### config.mk
export PLATFORM = sky130hd
export DESIGN_NAME = rx_packet_parser
export DESIGN_NICKNAME = d
export VERILOG_FILES = /design/src/rtl/rx_packet_parser.sv
export SDC_FILE = /design/constraint.sdc
export NUM_CORES = 1
export LEC_CHECK = 0
export CAP_MARGIN = 20
export CORE_UTILIZATION = 35
export DETAILED_ROUTE_END_ITERATION = 6
export PLACE_DENSITY = 0.56
export SYNTH_ARGS = -nofsm -noshare
export SYNTH_HDL_FRONTEND = slang
export SYNTH_SLANG_ARGS = --single-unit
### constraint.sdc
create_clock -name clock -period 5.2 [get_ports clock]
set_input_delay 1.04 -clock clock [delete_from_list [all_inputs] [get_ports clock]]
set_output_delay 1.04 -clock clock [all_outputs]
set_load 0.02 [all_outputs]
### src/rtl/rx_packet_parser.sv
// rx_packet_parser: frames fixed-length packets from the radio RX FIFO and hands their fields to learnCosts.
// Define CHECKSUM_EN for 6-word packets whose last word is the XOR of the first five.
module rx_packet_parser #(
    parameter int unsigned WORD_WIDTH   = 16,
    parameter logic [3:0]  DATA_TYPE    = 4'h1,
    parameter int unsigned DONE_TIMEOUT = 255,
    parameter int unsigned CNT_WIDTH    = 8
) (
    input  logic                  clock,
    input  logic                  nrst,
    input  logic [WORD_WIDTH-1:0] my_id,
    input  logic                  rx_valid,
    input  logic [WORD_WIDTH-1:0] rx_data,
    output logic                  rx_ready,
    output logic [WORD_WIDTH-1:0] fsourceID,
    output logic [WORD_WIDTH-1:0] fbatteryStat,
    output logic [WORD_WIDTH-1:0] fValue,
    output logic [WORD_WIDTH-1:0] fclusterID,
    output logic                  learn_en,
    input  logic                  learn_done,
    output logic                  busy,
    output logic [CNT_WIDTH-1:0]  pkt_count,
    output logic [CNT_WIDTH-1:0]  drop_count
);

    typedef enum logic [3:0] {
        S_IDLE,
        S_SRC,
        S_BAT,
        S_VAL,
        S_CLU,
`ifdef CHECKSUM_EN
        S_CHK,
`endif
        S_ISSUE,
        S_WAIT_DONE,
        S_DISCARD
    } state_t;

    localparam logic [7:0] TIMER_LAST = 8'(DONE_TIMEOUT - 1);
`ifdef CHECKSUM_EN
    localparam logic [2:0] DISCARD_WORDS = 3'd5;
`else
    localparam logic [2:0] DISCARD_WORDS = 3'd4;
`endif

    state_t                r_state;
    logic                  r_rx_ready;
    logic                  r_learn_en;
    logic                  r_busy;
    logic [WORD_WIDTH-1:0] r_src;
    logic [WORD_WIDTH-1:0] r_bat;
    logic [WORD_WIDTH-1:0] r_val;
    logic [WORD_WIDTH-1:0] r_fsrc;
    logic [WORD_WIDTH-1:0] r_fbat;
    logic [WORD_WIDTH-1:0] r_fval;
    logic [WORD_WIDTH-1:0] r_fclu;
    logic [CNT_WIDTH-1:0]  r_pkt_count;
    logic [CNT_WIDTH-1:0]  r_drop_count;
    logic [7:0]            r_timer;
    logic [2:0]            r_disc_left;

    logic                  w_hs;
    logic                  w_drop;
    logic [WORD_WIDTH-1:0] w_clu;

    assign w_hs = rx_valid & r_rx_ready;

`ifdef CHECKSUM_EN
    logic [WORD_WIDTH-1:0] r_csum;
    logic [WORD_WIDTH-1:0] r_clu;

    always_ff @(posedge clock or negedge nrst) begin
        if (!nrst) begin
            r_csum <= '0;
            r_clu  <= '0;
        end else if (w_hs) begin
            r_csum <= (r_state == S_IDLE) ? rx_data : (r_csum ^ rx_data);
            if (r_state == S_CLU)
                r_clu <= rx_data;
        end
    end

    assign w_drop = (r_src == my_id) || (rx_data != r_csum);
    assign w_clu  = r_clu;
`else
    assign w_drop = (r_src == my_id);
    assign w_clu  = rx_data;
`endif

    always_ff @(posedge clock or negedge nrst) begin
        if (!nrst) begin
            r_state      <= S_IDLE;
            r_rx_ready   <= 1'b0;
            r_learn_en   <= 1'b0;
            r_busy       <= 1'b0;
            r_src        <= '0;
            r_bat        <= '0;
            r_val        <= '0;
            r_fsrc       <= '0;
            r_fbat       <= '0;
            r_fval       <= '0;
            r_fclu       <= '0;
            r_pkt_count  <= '0;
            r_drop_count <= '0;
            r_timer      <= '0;
            r_disc_left  <= '0;
        end else begin
            r_learn_en <= 1'b0;
            case (r_state)
                S_IDLE: begin
                    r_rx_ready <= 1'b1;
                    if (w_hs) begin
                        if (rx_data[WORD_WIDTH-1 -: 4] == DATA_TYPE) begin
                            r_state <= S_SRC;
                        end else begin
                            r_disc_left <= DISCARD_WORDS;
                            r_state     <= S_DISCARD;
                        end
                    end
                end
                S_SRC: if (w_hs) begin
                    r_src   <= rx_data;
                    r_state <= S_BAT;
                end
                S_BAT: if (w_hs) begin
                    r_bat   <= rx_data;
                    r_state <= S_VAL;
                end
                S_VAL: if (w_hs) begin
                    r_val   <= rx_data;
                    r_state <= S_CLU;
                end
`ifdef CHECKSUM_EN
                S_CLU: if (w_hs) r_state <= S_CHK;
                S_CHK: begin
`else
                S_CLU: begin
`endif
                    // last word of the packet: either drop it or publish all fields at once
                    if (w_hs) begin
                        if (w_drop) begin
                            r_drop_count <= r_drop_count + 1'b1;
                            r_state      <= S_IDLE;
                        end else begin
                            r_fsrc      <= r_src;
                            r_fbat      <= r_bat;
                            r_fval      <= r_val;
                            r_fclu      <= w_clu;
                            r_learn_en  <= 1'b1;
                            r_busy      <= 1'b1;
                            r_rx_ready  <= 1'b0;
                            r_pkt_count <= r_pkt_count + 1'b1;
                            r_timer     <= '0;
                            r_state     <= S_ISSUE;
                        end
                    end
                end
                S_ISSUE, S_WAIT_DONE: begin
                    // the timeout window covers the ISSUE cycle too, so busy lasts at most DONE_TIMEOUT cycles
                    if (learn_done) begin
                        r_busy     <= 1'b0;
                        r_rx_ready <= 1'b1;
                        r_state    <= S_IDLE;
                    end else if (r_timer == TIMER_LAST) begin
                        r_busy       <= 1'b0;
                        r_rx_ready   <= 1'b1;
                        r_drop_count <= r_drop_count + 1'b1;
                        r_state      <= S_IDLE;
                    end else begin
                        r_timer <= r_timer + 8'd1;
                        r_state <= S_WAIT_DONE;
                    end
                end
                S_DISCARD: if (w_hs) begin
                    if (r_disc_left == 3'd1) begin
                        r_drop_count <= r_drop_count + 1'b1;
                        r_state      <= S_IDLE;
                    end else begin
                        r_disc_left <= r_disc_left - 3'd1;
                    end
                end
                default: r_state <= S_IDLE;
            endcase
        end
    end

    assign rx_ready     = r_rx_ready;
    assign learn_en     = r_learn_en;
    assign busy         = r_busy;
    assign fsourceID    = r_fsrc;
    assign fbatteryStat = r_fbat;
    assign fValue       = r_fval;
    assign fclusterID   = r_fclu;
    assign pkt_count    = r_pkt_count;
    assign drop_count   = r_drop_count;

endmodule

# Word-level counts from Yosys, hierarchy flattened
# Index checks and enable logic that the tools add are counted.
# word_totals
register_bits	146
input_bits	36
out_inout_bits	83
elab_cells	105
# op_classes
n_eq_ne	26
bitwise_logic	2
mux	42
reduce_logical	16
addsub	4
# ops
cell	n
8-bit two-way mux	10
4-bit two-way mux	7
2-bit inequality test (second input constant)	14
4-bit one-hot mux with 7 select lines	1
8-bit by 1-bit adder with 8-bit output (second input constant)	3
3-bit two-way mux	8
8-bit one-hot mux with 3 select lines	1
16-bit equality test	1
4-bit by 3-bit equality test with 1-bit output (second input constant)	4
8-bit one-hot mux with 2 select lines	1
7-bit AND reduction	2
1-bit two-way mux	11
5-bit AND reduction	2
4-bit by 1-bit equality test with 1-bit output (second input constant)	2
4-bit by 2-bit equality test with 1-bit output (second input constant)	2
8-bit equality test (second input constant)	1
4-bit AND reduction	2
3-bit one-hot mux with 2 select lines	1
2-bit AND reduction	3
3-bit nonzero test	2
4-bit zero test	1
2-bit nonzero test	2
3-bit by 1-bit equality test with 1-bit output (second input constant)	1
3-bit inequality test (second input constant)	1
other kinds (7)	7

# Depth between registers and ports, before layout
# Gate-level depths: netlist (run 1).
# depth
ltp_word	4
depth_mapped	8
depth_no_buf	8

# Worst setup path before layout (run 1)
# No wires, ideal clock.
# synth_path
path_type	input to register
from	in my_id[8]
to	reg r_fbat[12] (netlist: fbatteryStat[12])
cell_stages	7
path_buffers	2
arrival_ps	2536
required_ps	5072
setup_slack_ps	2537
setup_time_ps	128
path_cell_list	xor2_1 > nor4_2 > nand4_2 > nand2_1 > buf_4 > buf_6 > mux2_1
# synth_via
elab_chain_cells	3
# synth_rtl
element	line	source
start, declared	11	input logic [WORD_WIDTH-1:0] my_id,
16-bit equality test	87	assign w_drop = (r_src == my_id);
1-bit inverter (no source line)	--	
3-bit AND reduction (no source line)	--	
end signal, assigned	147	r_fbat <= r_bat;
end, declared	55	logic [WORD_WIDTH-1:0] r_fbat;
# No other way between the ends.
# A chain may end at the register's enable or synchronous reset.

# Final worst setup path (run 1)
# layout_path
from	in my_id[1]
to	reg r_fsrc[7] (netlist: fsourceID[7])
# layout_via
elab_chain_cells	3
# layout_rtl
element	line	source
16-bit equality test	87	
1-bit inverter (no source line)	--	
3-bit AND reduction (no source line)	--	
end signal, assigned	146	r_fsrc <= r_src;
end, declared	54	logic [WORD_WIDTH-1:0] r_fsrc;
# No other way between the ends.

==> impl_metrics.toml, run 1 <==
[outcome]
status = "finished clean"

[synth]
synth_fp_nets = 481
syn_area_um2 = 6090
synth-edff-count = 0
synth_area_per_cell_um2 = 13.9
synth_top_flop_cell = "dfrtp_1"
synth_cell_types = 45
async_flop_share_pct = 100
synth_seq_cells = 145
yosysWarnings = 0
yosysSeqAreaShare_pct = 59.6
synth_cells = 439

[clocking]
hold_buffers = 0
cts_made_buffers = 17
cts_tree = "done"
cts_root_buffer = "clkbuf_16"
cts_max_level = 4
cts_resized = 0
path_clk_slew_ns = 0.06
clockBufferDepth = 2
clock_sinks = 145
insertion_delay_ns = 0.42
cts_setup_buffers = 0

[timing]
tns_ns = 0
finalSetupViolCount = 0
period_share_pct = 65.7
hold_viol_final = 0
clock.fmax_mhz = 293
whs_ns = 0.478
maxSlewHeadroom_pct = 27.0
rsz0062_at_grt = "false"
tightest_slew_ns = 1.09
fin_skew_ns = 0.00763
slew_violations = 0
fin_crit_ns = 3.41

[die]
die_area_um2 = 17900
start_util_pct = 36.3
fp.dieW_um = 134
io_pins = 119
coreArea_um2 = 16800
rows = 47
chipHeight_um = 134

[route]
wl_per_cell_um = 16.9
drt_iter0_markers = 197
final_antenna_net_count = 0
drc = 0
vias_per_cell = 4.92
dr.pass1.iters = 5
vias = 3904
routed_wirelength_mm = 13.4

[setup_path]
critPathKind = "primary input to flip-flop"
path_max_fanout = 42
cp.arrival_ns = 3.72
worstSetupEndpointType = "flip-flop"
startpoint_type = "primary input"
cp.required_ns = 5.50

[power_and_ir_drop]
p_leak_nw = 3.50
ir_drop_mv = 0.305
powerDensity_nw_per_um2 = 620

[final_layout]
final_cells = 794
diodes = 0
final_nets = 603
areaGrowthSynthToFinish_pct = 32.9
fill_cells = 1504
fin_util_pct = 48.3
drive_gt1_share_pct = 25.1

[place]
dp_hpwl_mm = 9.19
gp_congestion = 0.782
placed_cells = 762
port_buffers = 118

[grt]
grt_pass1_vias = 4185
grt_pass1_wl_mm = 22.6
antenna_found_initial = 0
grt-ovfl-total = 0
grt_max_degree = 95
track_usage_pct = 16.4

[run]
cap_violations = 0

[min_path]
worstHoldPathType = "flip-flop to flip-flop"
worst max-delay path, cell delays in order:
cell	delay (ns)
clkdlybuf4s50_1	0.44
xor2_1	0.19
nor4_2	0.45
nand4_2	0.41
nand2_4	0.47
buf_12	0.30
mux2_2	0.37
worst paths after layout:
check                                     startpoint                        end  slack, ns  cells after the start
setup / recovery                            my_id[1]   fsourceID[7]$_DFFE_PN0P_       1.79                      7
hold / removal             drop_count[7]$_DFFE_PN0P_  drop_count[7]$_DFFE_PN0P_       0.48                      1
setup reg to reg                r_src[1]$_DFFE_PN0P_   fsourceID[7]$_DFFE_PN0P_       2.47                      6
hold reg to reg            drop_count[7]$_DFFE_PN0P_  drop_count[7]$_DFFE_PN0P_       0.48                      1
max in group asynchronous                       nrst  fclusterID[5]$_DFFE_PN0P_       3.58                      2
min in group asynchronous                       nrst  drop_count[4]$_DFFE_PN0P_       0.71                      1
cell families after synthesis:
logic type / synth area share (%)
fa+ha+maj: 1.23
xor+xnor: 4.32
buf+inv: 1.99
mux: 21.1
flops: 59.6
compound gates: 4.28
simple gates: 7.48
metrics by stage:
stage | area [µm²] | setup slack [ns] | power, mW
3_3_place_gp | 7500 | 1.32 | 3.78
4_1_cts | 8090 | 1.77 | 5.09
6_report | 8090 | 1.79 | 5.01
2_1_floorplan | 6090 | 2.54 | 3.01
3_5_place_dp | 7500 | 1.32 | 3.84
5_1_grt | 8090 | 1.65 | 5.33
area by class of cell:
type                            instances  area, µm²  share of cell area [%]
Clock buffer                           18        439                    5.43
Clock inverter                         14        154                    1.90
Inverter                                7       26.3                   0.325
Multi-Input combinational cell        269       2350                    29.0
Sequential cell                       145       3630                    44.8
Tap cell                              220        275                    3.40
Timing Repair Buffer                  121       1220                    15.0
per-layer routing:
metal	GRT usage [%]	share of wire (%)	vias up	routed length, µm
met1	20.7	44	1980	5890
met2	25.4	46	103	6230
li1	-	-	1809	-
met4	4.80	0.98	0	131
met5	0	0	-	0
met3	7.29	8.7	12	1160
flip-flops by register name (all words and copies together) (netlist names):
name,count
pkt_count,8
r_state,3
rx_ready,1
drop_count,8
fValue,16
r_disc_left,3
fsourceID,16
busy,1
r_bat,16
fclusterID,16
learn_en,1
r_val,16
fbatteryStat,16
r_src,16
r_timer,8
placed cells by master, fill, tap and decap left out, types with 3 or more instances in the layout:
master,instances
a21oi_1,8
and3_1,7
clkbuf_16,17
clkdlybuf4s50_1,117
clkinv_2,3
dfrtp_1,145
ha_1,6
inv_1,6
inv_6,4
mux2_1,17
mux2_2,96
nand2_1,15
nand2b_1,3
nand3_1,11
nand4_1,8
nor2_1,14
nor2b_1,3
nor3_1,3
nor4_2,4
o21ai_0,13
o31ai_1,3
or3_1,3
xnor2_1,10
xor2_1,20
power breakdown:
group	total (mW)	switching (mW)	leakage, nW	internal (mW)
combinational	1.84	0.862	1.41	0.973
clock	1.22	0.495	0.289	0.727
sequential	1.96	0.341	1.81	1.62
total	5.01	1.70	3.50	3.32
Yosys cell counts (2+ instances only):
cell type    n  area (µm²)
nor3_1       3        15.0
nor2_1      14        52.6
ha_1         6        75.1
nand3_1     11        55.1
nor3_2       2        20.0
or2_1        2        12.5
a211oi_1     2        15.0
o31ai_1      3        22.5
nor2b_1      3        18.8
or3_1        3        18.8
mux2_2      96        1080
mux2_1      17         191
a21oi_1      8        40.0
xor2_1      20         175
buf_4        2        15.0
nand2b_1     3        18.8
o21ai_0     13        65.1
and3_1       7        43.8
xnor2_1     10        87.6
buf_2       10        50.1
and2_1       2        12.5
clkbuf_1     5        18.8
nor4_2       4        50.1
dfrtp_1    145        3630
inv_1        6        22.5
nand2_1     16        60.1
nand4_1      8        50.1
No activity file was read; power rests on OpenSTA's default activity.
==> run 2, diff against run 1 <==
==> constraint.sdc (replaced) <==
create_clock -name clock -period 3.6 [get_ports clock]
set_input_delay 0.72 -clock clock [delete_from_list [all_inputs] [get_ports clock]]
set_output_delay 0.72 -clock clock [all_outputs]
set_load 0.02 [all_outputs]
==> impl_metrics.toml, run 2 (synthesis gave the netlist of run 1 again) <==
[setup_path]
worst-r2r-setup-slack_ns = 1.22
cp.arrival_ns = 2.99
cp.required_ns = 3.89
slowest_stage = "nor4_2"
startpoint_type = "primary input"
startpoint = "my_id[1]"
ff2ff_path_depth = 6
worstSetupEndpointType = "flip-flop"
critical_path.endpoint = "drop_count[1]$_DFFE_PN0P_"
timing.rr.end = "drop_count[1]$_DFFE_PN0P_"
cpPeakStageDelay_ns = 0.45
path_max_fanout = 8
rr_startpoint = "r_src[0]$_DFFE_PN0P_"
critPathKind = "primary input to flip-flop"
crit_chain = "clkdlybuf4s50_1 -> xor2_1 -> nor4_2 -> nand4_2 -> buf_4 -> a211oi_4 -> mux2_1"

[timing]
tns_ns = 0
tightest_slew_ns = 0.731
finalSetupViolCount = 0
clock.fmax_mhz = 371
slew_violations = 0
period_share_pct = 74.9
hold_viol_final = 0
fin_skew_ns = 0.0101
maxSlewHeadroom_pct = 51.3
rsz0062_at_grt = "false"
setup_ws_ns = 0.905
fin_crit_ns = 2.70

[final_layout]
fill_cells = 1474
mostFrequentLayoutCell = "dfrtp_1"
final_nets = 609
final_cell_mix = "145 x dfrtp_1, 117 x clkdlybuf4s50_1, 96 x mux2_2"
diodes = 0
drive_gt1_share_pct = 25.4
areaGrowthSynthToFinish_pct = 35.5

[power_and_ir_drop]
ir_drop_mv = 0.423
finalPower_mw = 7.46
p_leak_nw = 3.57
powerDensity_nw_per_um2 = 905

[outcome]
status = "finished clean"

[route]
wl_per_cell_um = 17.0
vias = 3943
dr.pass1.iters = 4
drc = 0
final_antenna_net_count = 0
routed_wirelength_mm = 13.6
drt_iter0_markers = 217
vias_per_cell = 4.93

[die]
die_area_um2 = 17900
start_util_pct = 36.3
chipHeight_um = 134
coreArea_um2 = 16800
fp.dieW_um = 134
rows = 47
io_pins = 119

[grt]
antenna_found_initial = 0
grt-ovfl-total = 0
grt_pass1_vias = 4201
grt_max_degree = 79
grt_pass1_wl_mm = 22.6
track_usage_pct = 16.5

[clocking]
cts_max_level = 4
cts_made_buffers = 17
insertion_delay_ns = 0.41
hold_buffers = 0
clockBufferDepth = 2
cts_root_buffer = "clkbuf_16"
cts_resized = 0
cts_tree = "done"
path_clk_slew_ns = 0.06
cts_setup_buffers = 0
clock_sinks = 145

[place]
port_buffers = 118
gp_congestion = 0.804
dp_hpwl_mm = 9.55
pre_cts_ws_ns = 0.473

[min_path]
worstHoldPathType = "primary input to async pin"

[run]
cap_violations = 0
[run 2: changes by cell type in the layout (fill, tap and decap cells not counted), sizes merged]
cell / delta
clkinv: -3
bufinv: +3
buf: +6
clkbuf: +4
inv: -5
[run 2: critical path: cells and delay by family]
| family | cells | cell delay (ns) |
|---|---|---|
| AOI/OAI and AO/OA | 1 | 0.42 |
| xor gates and xnor gates | 1 | 0.17 |
| buffers and inverters | 2 | 0.63 |
| muxes | 1 | 0.37 |
| and+or+nand+nor | 2 | 0.66 |
[run 2: cell type report]
| class | count | area (µm²) | area share (%) |
|---|---|---|---|
| Sequential cell | 145 | 3630 | 44.0 |
| Multi-Input combinational cell | 269 | 2350 | 28.5 |
| Timing Repair Buffer | 127 | 1310 | 15.9 |
| Clock buffer | 22 | 474 | 5.75 |
| Tap cell | 220 | 275 | 3.34 |
| Clock inverter | 9 | 179 | 2.17 |
| Inverter | 7 | 26.3 | 0.319 |
[run 2: how the worst min path moves through the flow]
stage / slack [ns] / to / from
2_1_floorplan: 0.42 / busy$_DFFE_PN0P_ / nrst
3_3_place_gp: 0.46 / pkt_count[7]$_DFFE_PN0P_ / pkt_count[7]$_DFFE_PN0P_
3_5_place_dp: 0.46 / pkt_count[7]$_DFFE_PN0P_ / pkt_count[7]$_DFFE_PN0P_
4_1_cts: 0.36 / r_state[1]$_DFFE_PN0P_ / nrst
5_1_grt: 0.38 / fclusterID[2]$_DFFE_PN0P_ / nrst
6_report: 0.32 / fclusterID[2]$_DFFE_PN0P_ / nrst
[run 2: per-layer routing]
metal | vias up | GRT usage [%] | share of wire [%]
met5 | - | 0 | 0
met4 | 0 | 6.31 | 1.5
met3 | 18 | 6.20 | 6.6
met2 | 107 | 24.3 | 46
met1 | 1992 | 21.9 | 46
li1 | 1826 | - | -
[run 2: metrics by stage]
stage,hold WS (ns),utilization (%),instance area (µm²),instances
finish,0.324,49.2,8250,799
global route,0.380,49.2,8250,799
CTS,0.362,49.2,8250,799
detailed placement,0.464,45.3,7590,768
global placement,0.460,45.3,7590,768
floorplan,0.424,-,6090,439
[run 2: power breakdown]
part	switching, mW	internal [mW]
clock network	0.655	1.28
registers	0.499	2.34
logic	1.25	1.43
total	2.41	5.05
